==> src/rtl/priority_enc_rr_if.sv <==
// rtl/priority_enc_rr_if.sv - request/result bundle for priority_enc_rr
// master drives requests and out_ready; slave (the encoder) returns registered results.
interface priority_enc_rr_if #(
    parameter int N = 8
) ();
    localparam int W = $clog2(N);

    logic [N-1:0] req;
    logic         out_ready;
    logic         out_valid;
    logic [W-1:0] idx;
    logic [N-1:0] grant;

    modport master (
        output req,
        output out_ready,
        input  out_valid,
        input  idx,
        input  grant
    );

    modport slave (
        input  req,
        input  out_ready,
        output out_valid,
        output idx,
        output grant
    );
endinterface

==> src/rtl/priority_enc_rr.sv <==
// rtl/priority_enc_rr.sv - registered priority encoder, downward search from pointer p with wrap
// Define PRIORITY_ENC_RR_ROUND_ROBIN_EN for rotating priority; otherwise the highest set bit wins.
module priority_enc_rr #(
    parameter  int N = 8,
    localparam int W = $clog2(N)
) (
    input  logic              clk,
    input  logic              rst,
    priority_enc_rr_if.slave  bus
);
    typedef enum logic {IDLE = 1'b0, HOLD = 1'b1} state_t;

    localparam logic [W-1:0] PTR_TOP = W'(N - 1);

    state_t       state_q, state_d;
    logic [W-1:0] idx_q, idx_d;
    logic [N-1:0] grant_q, grant_d;
    logic [W-1:0] ptr;
    logic         enc_hit;
    logic [W-1:0] enc_idx;
    logic [W-1:0] cand;
    logic         load;

`ifdef PRIORITY_ENC_RR_ROUND_ROBIN_EN
    logic [W-1:0] ptr_q, ptr_d;
    assign ptr = ptr_q;
`else
    assign ptr = PTR_TOP;
`endif

    // Candidate k steps below ptr, wrapping modulo N (never modulo 2^W).
    always_comb begin
        enc_hit = 1'b0;
        enc_idx = '0;
        cand    = '0;
        for (int k = 0; k < N; k++) begin
            if (k <= int'(ptr)) begin
                cand = ptr - W'(k);
            end else begin
                cand = ptr + W'(N - k);
            end
            if (!enc_hit && (bus.req[cand] == 1'b1)) begin
                enc_hit = 1'b1;
                enc_idx = cand;
            end
        end
    end

    always_ff @(posedge clk) begin
        if (rst) begin
            state_q <= IDLE;
            idx_q   <= '0;
            grant_q <= '0;
`ifdef PRIORITY_ENC_RR_ROUND_ROBIN_EN
            ptr_q   <= PTR_TOP;
`endif
        end else begin
            state_q <= state_d;
            idx_q   <= idx_d;
            grant_q <= grant_d;
`ifdef PRIORITY_ENC_RR_ROUND_ROBIN_EN
            ptr_q   <= ptr_d;
`endif
        end
    end

    always_comb begin
        state_d = state_q;
        idx_d   = idx_q;
        grant_d = grant_q;
        load    = 1'b0;
        case (state_q)
            IDLE: begin
                if (enc_hit) begin
                    state_d = HOLD;
                    load    = 1'b1;
                end
            end
            HOLD: begin
                if (bus.out_ready) begin
                    if (enc_hit) begin
                        load = 1'b1;
                    end else begin
                        state_d = IDLE;
                        idx_d   = '0;
                        grant_d = '0;
                    end
                end
            end
            default: state_d = IDLE;
        endcase
        if (load) begin
            idx_d   = enc_idx;
            grant_d = N'(1) << enc_idx;
        end
`ifdef PRIORITY_ENC_RR_ROUND_ROBIN_EN
        ptr_d = ptr_q;
        if (load) begin
            ptr_d = (enc_idx == '0) ? PTR_TOP : enc_idx - 1'b1;
        end
`endif
    end

    always_comb begin
        bus.out_valid = (state_q == HOLD);
        bus.idx       = idx_q;
        bus.grant     = grant_q;
    end
endmodule

==> src/flat_wrapper.sv <==
// flat-port wrapper written by rule: the top's interface ports become plain ports
module priority_enc_rr_flat 
#(
    parameter  int N = 8,
    localparam int W = $clog2(N)
)
  (clk, rst, bus_req, bus_out_ready, bus_out_valid, bus_idx, bus_grant);
  priority_enc_rr_if #(.N(N)) bus_i ();
  input  logic clk;
  input  logic rst;
  input wire logic [$bits(bus_i.req)-1:0] bus_req;
  input wire logic [$bits(bus_i.out_ready)-1:0] bus_out_ready;
  output wire logic [$bits(bus_i.out_valid)-1:0] bus_out_valid;
  output wire logic [$bits(bus_i.idx)-1:0] bus_idx;
  output wire logic [$bits(bus_i.grant)-1:0] bus_grant;
  assign bus_i.req = bus_req;
  assign bus_i.out_ready = bus_out_ready;
  assign bus_out_valid = bus_i.out_valid;
  assign bus_idx = bus_i.idx;
  assign bus_grant = bus_i.grant;
  priority_enc_rr #(.N(N)) u_core (.clk(clk), .rst(rst), .bus(bus_i));
endmodule
==> config.mk <==
export PLATFORM = sky130hd
export DESIGN_NAME = priority_enc_rr_flat
export DESIGN_NICKNAME = d
export VERILOG_FILES = /design/src/rtl/priority_enc_rr_if.sv /design/src/rtl/priority_enc_rr.sv /design/src/flat_wrapper.sv
export SDC_FILE = /design/constraint.sdc
export NUM_CORES = 1
export LEC_CHECK = 0
export ABC_AREA = 1
export CAP_MARGIN = 30
export CORE_ASPECT_RATIO = 0.9
export CORE_MARGIN = 3
export CORE_UTILIZATION = 30
export CTS_CLUSTER_SIZE = 12
export DETAILED_ROUTE_END_ITERATION = 8
export SETUP_SLACK_MARGIN = 0.1
export SLEW_MARGIN = 20
export SYNTH_ARGS = -nofsm -noshare
export SYNTH_HDL_FRONTEND = slang
export SYNTH_SLANG_ARGS = --single-unit
export TNS_END_PERCENT = 1
==> constraint.sdc <==
create_clock -name clk -period 1.25 [get_ports clk]
set_input_delay 0.125 -clock clk [delete_from_list [all_inputs] [get_ports clk]]
set_output_delay 0.125 -clock clk [all_outputs]
set_load 0.01 [all_outputs]
# After elaboration in Yosys (flattened, before gate mapping)
# Cells that the tools add are included.
# classes
bitwise,1
eq_ne,1
mux,29
reduce_logical,17
shifts,1
# ops
op,count
3-bit 2-to-1 mux,12
8-bit 2-to-1 mux,4
1-bit 2-to-1 mux,11
"1-bit by 3-bit left shift with 8-bit output, first input constant",1
1-bit logical AND,7
1-bit logical NOT,7
1-bit case mux with 2 select lines,2
2-bit nonzero test,2
3-bit AND reduction,1
"2-bit inequality test, second input constant",1
1-bit NOT,1
# totals
regBits,12
output_inout_bits,12

# Longest topological paths before layout
# logic_depth
word_depth,27
depth_mapped,8

# Worst setup path before layout
# OpenSTA, ideal clock, no wires.
# synth_path
path_kind,flip-flop to flip-flop
start,register u_core.state_q (netlist: u_core.bus.out_valid)
end,register u_core.grant_q[6] (netlist: u_core.bus.grant[6])
setup_slack_ns,0.111
arrival_time_ns,1.068
required_ns,1.179
n_path_buf,1
stages_incl_launch_ff,7
cell_sequence,dfxtp_1 inv_1 nor2_1 inv_1 buf_1 nand3_1 a21oi_2
# synth_via
elab_chain_len,4
# synth_lines
element,line_no,source
start: declaration,priority_enc_rr.sv:15,"state_t state_q, state_d;"
start signal: assignment,priority_enc_rr.sv:58,state_q <= state_d;
1-bit NOT,--,
1-bit case mux with 2 select lines,priority_enc_rr.sv:72,case (state_q)
2-bit inequality test (no source line) or 2-bit nonzero test (tied branches),--,
3-bit AND reduction (no source line),--,
end signal: assignment,priority_enc_rr.sv:60,grant_q <= grant_d;
end: declaration,priority_enc_rr.sv:17,"logic [N-1:0] grant_q, grant_d;"
# Parallel ways exist; a longest one is shown, timed or not.
# A chain may end at the register's enable or synchronous reset.

# Worst setup path after layout
# layout_path
start,input bus_req[7]
end,register u_core.idx_q[0] (netlist: u_core.bus.idx[0])
# layout_via
elab_chain_len,27
# layout_lines
element,line_no,source
start: declaration,flat_wrapper.sv:11,input wire logic [$bits(bus_i.req)-1:0] bus_req;
1-bit 2-to-1 mux,priority_enc_rr.sv:42,if (!enc_hit && (bus.req[cand] == 1'b1)) begin
1-bit logical NOT,priority_enc_rr.sv:42,
1-bit logical AND,priority_enc_rr.sv:42,
1-bit 2-to-1 mux,priority_enc_rr.sv:42,
1-bit logical NOT,priority_enc_rr.sv:42,
1-bit logical AND,priority_enc_rr.sv:42,
1-bit 2-to-1 mux,priority_enc_rr.sv:42,
1-bit logical NOT,priority_enc_rr.sv:42,
(+11 left out),--,
1-bit logical NOT,priority_enc_rr.sv:42,
1-bit logical AND,priority_enc_rr.sv:42,
1-bit 2-to-1 mux,priority_enc_rr.sv:42,
1-bit 2-to-1 mux,"priority_enc_rr.sv:74, priority_enc_rr.sv:81",
1-bit 2-to-1 mux,priority_enc_rr.sv:80,if (bus.out_ready) begin
1-bit case mux with 2 select lines,priority_enc_rr.sv:72,
2-bit inequality test (no source line) or 2-bit nonzero test (tied branches),--,
3-bit AND reduction (no source line),--,
end signal: assignment,priority_enc_rr.sv:59,idx_q <= idx_d;
end: declaration,priority_enc_rr.sv:16,"logic [W-1:0] idx_q, idx_d;"
# Parallel ways exist; a longest one is shown, timed or not.

==> metrics <==
crit end category flop; clk slew on worst S/H paths about 0.07 ns; fillers between 200 and 250; RR Endpoint u_core.bus.idx[0]; critical path's top delay family simple AND/OR/NAND/NOR gates; final worst-path setup slack 0.1194 ns; clock sink count 12; Post-Place Cells 140; CP Launch Point bus_req[7]; synthesized instance count a little over 80; Wirelength per Cell ~11 um; Placeable Area roughly 2200 um2; Max Cap Viol 0; drt via density approximately 4.6; maximum fanout along the worst path 5; wirelength, routed 1595 um; library cells used by synthesis 22; crit path DAT 1.30 ns; CP Depth 8; vias roughly 660; diode count 0; Slowest-stage cell, CP dlygate4sd2_1; met3 Resource Use GR under 10%; antenna viol nets, final 0; initial core utilization 32.25%; Clock Tree Root clkbuf_4; antenna violations before repair 0; Gate power share a little under a quarter; biggest area consumer among synthesized cells dfxtp_1; GR Overflow Total 0; CP required approximately 1.4 ns; worst path bufs/invs 2; Max IR drop VDD roughly 0.00038 V; setup slack after placement -0.3114 ns; pwr/cell area roughly 740 nW/um2; Die ar. 3037 um2; min-delay worst type in -> reg; Port Buffers 22; CTS Buf Count 3; Final Max Tran Viols 0; FF/Latch Area 241.5 um2; status completed; final hold viol count 0; max incr delay on CP roughly 0.26 ns; gpl congestion 0.7936; P_sw ~230 uW; Synth area leaders dfxtp_1 33%, nand3_2 14%, a21oi_2 12%; synthesized area a little over 700 um2; row count 16; fmax about 0.88 GHz; Placed Area ~1100 um2; yosys warns 0; RSZ-0062 raised after global routing true; Initial DRC Count 5; #FFs+latches synth 12; Final Util between 50% and 60%; critical path cell sequence dlygate4sd2_1 > nor2_4 > nand2_4 > nor2_4 > nand4_4 > buf_4 > nand3_1 > a21oi_2; part of the power in registers approximately half; grt met1 use 14.16%; Final Non-Filler Cells approximately 140; share of cells above drive strength 1 approximately 44%; clk_lat worst skew 0.26 ns; met2 GRT Util between 15 and 20%; Pre-Repair DR Iteration Count 3; final number of setup-violating endpoints 0; DIE WIDTH 57.76 um; CP startpoint kind primary input; postcts setup bufs 0; Worst Tran Pin Value between 0.2 and 0.25 ns; Post-DP HPWL 1258 um; fin area around 1100 um2; CTS Buffer Depth 2; Reg2Reg Depth 6; flop-to-flop setup slack approximately 0.17 ns; crit path kind in -> reg; gr busiest metal met2; H-tree depth 1; Setup crit end u_core.bus.idx[0]; first-pass GRT wire length around 2400 um; LEAKAGE around 0.00052 uW; clock skew approximately 0.0025 ns; multi-input logic area ~440 um2; CTS tree done; share of the synthesized area in the top cell type approximately 33%; largest net degree at the start of global routing 12; register area share after synthesis between 30% and 40%; P_int a little over 600 uW; syn avg cell area roughly 8.7 um2; Crit path top cell by count nor2_4; IO Pins 23; # DRC 0; Tcrit/Tclk final 90.45%; Sw Share between 20% and 30%; Clk network pwr share 27.7%; GRT Total Usage 10.97%; nets 130; Die Y about 53 um; reg2reg start u_core.bus.out_valid; syn_nets 94; Layout area overhead 55.36%; Worst slew margin between 80% and 90%; CTS Hold Bufs 0; vias in the first global route around 550; hold slack ~0.33 ns; Tmin final roughly 1.1 ns
[power by group through the flow]
stage          Combinational, uW  Sequential, uW  Clock (uW)
2_1_floorplan               88.0             422           0
3_3_place_gp                 196             415           0
3_5_place_dp                 199             416           0
4_1_cts                      187             406         241
5_1_grt                      211             409         268
6_report                     195             406         230
[cells in the final DEF, fill, tap and decap left out, types with 4 or more instances in the layout]
cell / instances
dlygate4sd2_1: 13
dfxtp_1: 11
nand3_2: 14
clkdlybuf4s50_1: 5
buf_4: 10
nand3_1: 6
nor2_1: 4
nand2_1: 5
a21oi_2: 10
inv_1: 11
[flip-flops by register name, indices dropped and copies added, names as in the netlist]
name / cells
u_core.bus.out_valid: 1
u_core.bus.idx: 3
u_core.bus.grant: 8
[stage by stage]
step | power [uW] | TNS [ns]
floorplan | 509.9 | 0
global placement | 611.3 | -2.743
detailed placement | 614.6 | -3.446
CTS | 834.3 | 0
global route | 888.8 | 0
finish | 830.9 | 0
[synthesized netlist by cell type]
| cell type | n |
|---|---|
| a21oi_1 | 2 |
| a21oi_2 | 10 |
| and3_1 | 1 |
| buf_1 | 1 |
| buf_12 | 1 |
| buf_4 | 2 |
| clkbuf_1 | 1 |
| dfxtp_1 | 12 |
| inv_1 | 12 |
| nand2_1 | 5 |
| nand2_4 | 2 |
| nand3_1 | 10 |
| nand3_2 | 10 |
| nand3b_1 | 1 |
| nand4_1 | 1 |
| nand4_4 | 1 |
| nor2_1 | 5 |
| nor2_2 | 1 |
| nor2_4 | 2 |
| nor3_1 | 1 |
| o21ai_0 | 1 |
| o21bai_1 | 1 |
[worst min path at each step]
| stage | startpoint | slack [ns] | depth (start not counted) | end |
|---|---|---|---|---|
| finish | bus_req[3] | 0.33 | 4 | u_core.bus.grant[0] |
| global route | bus_req[4] | 0.36 | 4 | u_core.bus.grant[4] |
| CTS | bus_req[6] | 0.43 | 5 | u_core.bus.grant[6] |
| detailed placement | u_core.bus.grant[6] | 0.47 | 2 | u_core.bus.grant[6] |
| global placement | u_core.bus.idx[0] | 0.46 | 2 | u_core.bus.idx[0] |
| floorplan | rst | 0.19 | 1 | u_core.bus.grant[7] |
[worst reg2reg max path, cell delays in order (launching register included)]
cell and delay, ns:
dfxtp_2 0.33, inv_1 0.06, nor2_2 0.04, inv_2 0.14, buf_4 0.20, nand3_1 0.12, a21oi_2 0.14
[cells by family after synthesis]
group	after synthesis	synth area share [%]
buf+inv	17	12.11
simple gates	40	39.45
flops	12	33.22
compound gates	14	15.22
[layer usage]
metal	part of all wire [%]	wire, um
met1	45	712
met5	0	0
met3	4.3	69
met4	1.9	30
met2	49	782
[cell type report]
cell class | instances | area share [%]
multi-input cells | 55 | 39.42
repair buffers | 35 | 30.07
flip-flops and latches | 12 | 21.49
inverters | 12 | 4.009
well taps | 27 | 3.007
clock buffers | 3 | 2.004
[repair_timing]
item,in CTS,in global routing
endpoints found under the setup margin,24,12
resized for setup,14,15
pin swaps,2,6
gates cloned,0,1
Power figures use the tool's default switching activity.
